## src/rtl/seq_detect_param.sv

```systemverilog
// Parametrised Mealy serial-pattern detector with loadable pattern,
// overlap control, input qualifier and saturating match counter.
module seq_detect_param #(
   parameter int                PAT_W   = 4,
   parameter logic [PAT_W-1:0]  PAT_RST = 4'b1101,
   parameter int                CNT_W   = 8
) (
   input  logic             clk,
   input  logic             rst,
   input  logic             in_valid,
   input  logic             in,
   input  logic             pat_load,
   input  logic [PAT_W-1:0] pat_in,
   input  logic             overlap,
   output logic             z,
   output logic [PAT_W-1:0] hist,
   output logic [CNT_W-1:0] match_cnt,
   output logic             cnt_sat
);

   localparam int FW = (PAT_W > 2) ? $clog2(PAT_W) : 1;
   localparam logic [FW-1:0] FILL_MAX = FW'(PAT_W - 1);

   logic [PAT_W-1:0] pat_q, pat_d;
   logic [PAT_W-1:0] hist_q, hist_d;
   logic [FW-1:0]    fill_q, fill_d;
   logic [CNT_W-1:0] cnt_q, cnt_d;
   logic [PAT_W-1:0] shift;
   logic             armed;

   assign shift   = {hist_q[PAT_W-2:0], in};
   assign armed   = (fill_q == FILL_MAX);
   assign z       = rst & ~pat_load & in_valid & armed & (shift == pat_q);
   assign hist    = hist_q;
   assign match_cnt = cnt_q;
   assign cnt_sat = &cnt_q;

   always_comb begin
      pat_d  = pat_q;
      hist_d = hist_q;
      fill_d = fill_q;
      cnt_d  = cnt_q;
      if (pat_load) begin
         pat_d  = pat_in;
         hist_d = '0;
         fill_d = '0;
         cnt_d  = '0;
      end else if (in_valid) begin
         hist_d = shift;
         if (z) begin
            // Non-overlap needs a full fresh window before re-arming
            if (!overlap) fill_d = '0;
            if (!cnt_sat) cnt_d = cnt_q + CNT_W'(1);
         end else if (!armed) begin
            fill_d = fill_q + FW'(1);
         end
      end
   end

   always_ff @(posedge clk) begin
      if (!rst) begin
         pat_q  <= PAT_RST;
         hist_q <= '0;
         fill_q <= '0;
         cnt_q  <= '0;
      end else begin
         pat_q  <= pat_d;
         hist_q <= hist_d;
         fill_q <= fill_d;
         cnt_q  <= cnt_d;
      end
   end

endmodule

```

## config.mk

```make
export PLATFORM = sky130hd
export DESIGN_NAME = seq_detect_param
export DESIGN_NICKNAME = d
export VERILOG_FILES = /design/src/rtl/seq_detect_param.sv
export SDC_FILE = /design/constraint.sdc
export NUM_CORES = 1
export LEC_CHECK = 0
export CAP_MARGIN = 5
export CORE_AREA = 2 2 49 55
export CTS_BUF_LIST = sky130_fd_sc_hd__clkbuf_2
export DETAILED_ROUTE_END_ITERATION = 10
export DIE_AREA = 0 0 51 57
export MAX_ROUTING_LAYER = met4
export PLACE_DENSITY = 0.63
export SYNTH_ARGS = -nofsm -noshare
export SYNTH_HDL_FRONTEND = slang
export SYNTH_SLANG_ARGS = --single-unit
```

## constraint.sdc

```tcl
create_clock -name clk -period 8.8 [get_ports clk]
set_input_delay 2.64 -clock clk [delete_from_list [all_inputs] [get_ports clk]]
set_output_delay 2.64 -clock clk [all_outputs]
set_load 0.01 [all_outputs]
```

==> metrics.cfg, run 1 <==
[sta]
setup_violations = 0
finClkSkew_ns = 0.00631
slew_viol_final = 0
worst_pin_slew_ns = 0.459
period_needed_ns = 7.54
fin_ws_ns = 1.26
fmax_mhz = 133
period_share_pct = 85.7
tns_ns = 0
finalHoldViolations = 0
slew_headroom_pct = 69.4
rsz0062_at_grt = no

[grt]
grt_pass1_vias = 674
grt_remaining_overflow = 0
antenna_found_initial = 0
globalRouteTotalUtil_pct = 13.7
grt_pass1_wl_um = 2970
grt_max_degree = 13

[power]
power_uw = 133
peakVddDrop_v = 0.0000585
power_density_mw_per_mm2 = 116
power_frac_seq_pct = 63.3
clkPwrFrac_pct = 27.1
power_switching_uw = 32.9
p_int_uw = 100
switching_share_pct = 24.7
combPwrFrac_pct = 9.5
total_leakage_power_uw = 0.000435

[logic_synthesis]
synth-seq-area-share_pct = 41.1
yosysTopAreaCell = dfxtp_1
synth_area_um2 = 877
postSynthAreaPerCell_um2 = 9.23
synthCells = 95
ys_ff_latch = 18
yosysTopAreaCellShare_pct = 41.1
yosys_warnings = 0
synthesis.nets = 107
synth.area.top_cells = dfxtp_1, mux2i_1, nor2b_1
synth_cell_types = 32

[floorplan]
num_io_pins = 24
start_util_pct = 36.5
fp.dieW_um = 51
die_y_um = 57
num_rows = 19
core_area_mm2 = 0.00240
die-area_mm2 = 0.00291

[setup_path]
worst_path_most_repeated_cell = clkdlybuf4s50_1
crit_path_end_kind = primary output
max_stage_delay_ns = 0.69
rr_startpoint = fill_q[0]$_SDFFE_PP0P_
timing.rr.end = match_cnt[4]$_SDFFE_PP0P_
critPathLaunch = in_valid
crit_slowest_cell = clkdlybuf4s50_1
crit_arrival_ns = 4.90
path_max_fanout = 8
timing.reg2reg.setup_slack_ns = 6.72
cp_cell_sequence = clkdlybuf4s50_1 -> nand2_1 -> or4_4 -> or3_4 -> inv_2 -> clkdlybuf4s50_1
r2r_cells = 6
critPathKind = input pin to primary output
worst_ep_required_time_ns = 6.16
crit_path_start_kind = input pin

[clocking]
cts.repair.resized = 0
tritoncts = built
clk_pin_slew_worst_paths_ns = 0.18
numCtsBuffers = 3
cts_setup_buffers = 0
clk_latency_ns = 0.30
clkSinkCount = 18
clockRootBuffer = clkbuf_2
htreeDepth = 1
holdBufCountCts = 0
clockBufferDepth = 2

[place]
io_buffers = 23
placed_area_mm2 = 0.00113
gp_congestion = 0.762
dpl.hpwl_um = 1380
pre_cts_slack_ns = 1.26

[route]
via_per_inst = 5.03
drt_iter0_drc = 16
post-route-drc-count = 0
wl_per_cell_um = 11.8
vias = 754
dr.pass1.iters = 4
wl_um = 1770
antenna_left = 0

[cells_and_area]
layout_common_cells = clkdlybuf4s50_1, dfxtp_1, mux2i_1
syn2layout_area_growth_pct = 31.4
nets = 132
layout_commonest_cell = clkdlybuf4s50_1
final_util_pct = 48.0
finalInstanceArea_mm2 = 0.00115
num_antenna_cells = 0
drive_gt1_share_pct = 6.72

[worst_hold_path]
hold_path_class = register to register
hold-path-cell-count = 1
hold_start = fill_q[0]$_SDFFE_PP0P_
min_delay_worst_endpoint = fill_q[0]$_SDFFE_PP0P_

[status]
status = complete, no violations

[flow_run]
drv_cap = 0

[Yosys cell counts, drive strengths merged]
library cell and count:
nand3b 1, inv 1, nor2b 6, a31oi 1, buf 1, and3 2
a21bo 1, nand4 2, nand3 2, dfxtp 18, clkbuf 2, nor2 9
or3 2, nor3 3, xor2 2, nor4 2, xnor2 2, and3b 1
o21ai 4, mux2 1, a21oi 3, ha 2, or4 2, nand2 6
o311a 1, a311o 1, nand2b 4, and2 1, and4 2, mux2i 10
[worst max-delay path: cells and delay by family]
kind,cells,cell delay (ns)
simple gates,3,0.98
buf+inv,3,1.30
[state kept, by name, summed over array words and instances (netlist names)]
register	flops
fill_q	2
match_cnt	8
hist	4
pat_q	4
[final cells by class]
type                       instances  area, µm²
fill                             243       1250
clock inverter                     1       3.75
multi-input combinational         73        500
sequential                        18        360
inverter                           1       3.75
timing repair buffer              23        230
clock buffer                       3       15.0
tap                               31       38.8
[cells by family after synthesis]
logic type / share of synthesized area, %
buffers and inverters: 1.85
adders and majority gates: 2.85
xor gates and xnor gates: 4.00
AOI/OAI and AO/OA: 8.13
DFF: 41.1
and+or+nand+nor: 29.4
muxes: 12.7
[power by group through the flow]
stage / combinational (µW) / sequential, µW / clock, µW
floorplan: 6.99 / 85.9 / 0
global placement: 12.5 / 86.1 / 0
detailed placement: 12.9 / 86.1 / 0
CTS: 12.9 / 84.4 / 37.3
global route: 14.0 / 84.8 / 41.4
finish: 12.7 / 84.4 / 36.1
[per-layer routing]
metal  up-vias  routed length [µm]  global-route usage, %
met2        12                 809                   19.7
met1       348                 896                   18.3
met4         0                  28                   6.95
met5         -                   0                      -
met3         4                  37                   2.36
li1        390                   -                      -
[through the flow]
stage / cells / hold WS (ns)
after floorplan: 95 / 0.437
after global placement: 146 / 0.460
after detailed placement: 146 / 0.462
after CTS: 150 / 0.483
after global routing: 150 / 0.517
final: 150 / 0.483
[worst max path at each step]
| stage | to | slack, ns | cells after the start |
|---|---|---|---|
| after global routing | z | 1.15 | 6 |
| after CTS | z | 1.25 | 6 |
| after detailed placement | z | 1.26 | 6 |
| after floorplan | z | 2.37 | 5 |
| after global placement | z | 1.29 | 6 |
| final | z | 1.26 | 6 |
No activity file was read; power rests on OpenSTA's default activity.
==> inputs of run 2 (changes only) <==
Settings changed: CORE_AREA 2 2 49 55 to 5 5 52 58, DIE_AREA 0 0 51 57 to 0 0 57 63.
Clock period 8.8 ns to 9.55 ns, I/O delays scaled along.
==> run 2 against run 1 <==
Via count shrank 3.6%; cell area shrank 0.33%; clock power shrank 19%; wire length grew 2.5%; utilization shrank 0.63 points; worst setup slack gained 0.28 ns; power shrank 11%; count of clock-buffer cells in the layout is the same.
==> metrics.cfg, run 2 (synthesized netlist as in run 1, its figures left out) <==
[grt]
antenna_found_initial = 0
grt_pass1_wl_um = 3080
globalRouteTotalUtil_pct = 10.9
grt_pass1_vias = 738
grt_max_degree = 13
grt_remaining_overflow = 0

[place]
dp_cells = 146
placed_area_mm2 = 0.00113
pre_cts_slack_ns = 1.57
io_buffers = 23
dpl.hpwl_um = 1440
gp_congestion = 0.781

[cells_and_area]
ff_latch_area_um2 = 360
layout_commonest_cell = clkdlybuf4s50_1
finalInstanceArea_mm2 = 0.00115
syn2layout_area_growth_pct = 31.0
largest_reg_flops = 8
num_antenna_cells = 0
multi_input_area_um2 = 500
nFillCells = 241
nets = 132
layout_common_cells = clkdlybuf4s50_1, dfxtp_1, mux2i_1
drive_gt1_share_pct = 6.78
fin_cells = 149

[clocking]
clk_pin_slew_worst_paths_ns = 0.15
clkSinkCount = 18
cts_setup_buffers = 0
htreeDepth = 1
clockBufferDepth = 2
numCtsBuffers = 3
clk_latency_ns = 0.28
cts.repair.resized = 0
tritoncts = built
clockRootBuffer = clkbuf_2
holdBufCountCts = 0

[route]
post-route-drc-count = 0
vias = 727
antenna_left = 0
drt_iter0_drc = 9
via_per_inst = 4.88
wl_per_cell_um = 12.2
wl_um = 1820
dr.pass1.iters = 4

[sta]
period_share_pct = 83.9
fmax_mhz = 125
slew_headroom_pct = 69.5
rsz0062_at_grt = no
period_needed_ns = 8.01
tns_ns = 0
worst_pin_slew_ns = 0.458
setup_violations = 0
slew_viol_final = 0
finClkSkew_ns = 0.00459
finalHoldViolations = 0
fin_ws_ns = 1.54

[setup_path]
timing.reg2reg.setup_slack_ns = 7.49
critPathLaunch = in_valid
crit_slowest_cell = clkdlybuf4s50_1
critPathKind = input pin to primary output
crit_path_end = z
path_max_fanout = 8
crit_path_start_kind = input pin
rr_startpoint = fill_q[1]$_SDFFE_PP0P_
r2r_cells = 6
timing.rr.end = match_cnt[4]$_SDFFE_PP0P_
cp_cell_sequence = clkdlybuf4s50_1 -> nand2_1 -> or4_4 -> or3_4 -> inv_2 -> clkdlybuf4s50_1
worst_path_most_repeated_cell = clkdlybuf4s50_1
max_stage_delay_ns = 0.69
crit_path_end_kind = primary output
crit_arrival_ns = 5.15
worst_ep_required_time_ns = 6.69

[power]
power_density_mw_per_mm2 = 103
power_uw = 119
peakVddDrop_v = 0.0000659
total_leakage_power_uw = 0.000434

[floorplan]
start_util_pct = 36.2
num_rows = 19
die_y_um = 63
num_io_pins = 24
core_area_mm2 = 0.00242
die-area_mm2 = 0.00359
fp.dieW_um = 57

[flow_run]
drv_cap = 0

[status]
status = complete, no violations

[worst_hold_path]
hold_path_class = register to register

[run 2: changes by cell type in the layout (fill, tap and decap cells not counted), sizes merged]
cell,previous run,this run
clkinv,1,0
[run 2: final cells by class]
cell class	count	area share [%]
Inverter	1	0.327
Clock buffer	3	1.31
Timing Repair Buffer	23	20.0
Multi-Input combinational cell	73	43.6
Tap cell	31	3.38
Sequential cell	18	31.4
[run 2: worst max-delay path, delay by kind of cell]
kind | cells | cell delay, ns
simple gates | 3 | 0.98
buf+inv | 3 | 1.30
[run 2: per-stage QoR]
| step | utilization, % | hold slack (ns) |
|---|---|---|
| floorplan | - | 0.437 |
| global placement | 46.7 | 0.458 |
| detailed placement | 46.7 | 0.463 |
| CTS | 47.4 | 0.481 |
| global route | 47.4 | 0.527 |
| finish | 47.4 | 0.477 |
[run 2: worst min-delay path by stage]
stage | start | to | depth (start not counted)
finish | fill_q[0]$_SDFFE_PP0P_ | fill_q[0]$_SDFFE_PP0P_ | 1
global route | fill_q[0]$_SDFFE_PP0P_ | fill_q[0]$_SDFFE_PP0P_ | 1
CTS | fill_q[0]$_SDFFE_PP0P_ | fill_q[0]$_SDFFE_PP0P_ | 1
detailed placement | fill_q[0]$_SDFFE_PP0P_ | fill_q[0]$_SDFFE_PP0P_ | 1
global placement | fill_q[0]$_SDFFE_PP0P_ | fill_q[0]$_SDFFE_PP0P_ | 1
floorplan | fill_q[0]$_SDFFE_PP0P_ | fill_q[0]$_SDFFE_PP0P_ | 1
[run 2: power by group]
part | switching [µW] | internal, µW
clock | 20.6 | 8.57
combinational | 4.90 | 6.72
sequential | 1.11 | 76.6
[run 2: layer usage]
metal,global-route usage (%),part of all wire (%)
met1,12.7,50
met2,17.3,45
met3,2.69,3.3
met4,5.22,0.94
met5,-,0
==> inputs of run 3 (changes only) <==
Clock period 9.55 ns to 7.6 ns, I/O delays scaled along.
==> results of run 3 <==
Same layout as run 2 (identical final DEF). Status: complete, no violations.
Among the figures that moved: setup slack after placement 1.57 ns -> 0.788 ns; setup slack after layout 1.54 ns -> 0.760 ns; register-to-register setup slack 7.49 ns -> 5.54 ns; total power 119 µW -> 149 µW; worst IR drop on VDD 0.0000659 V -> 0.0000828 V
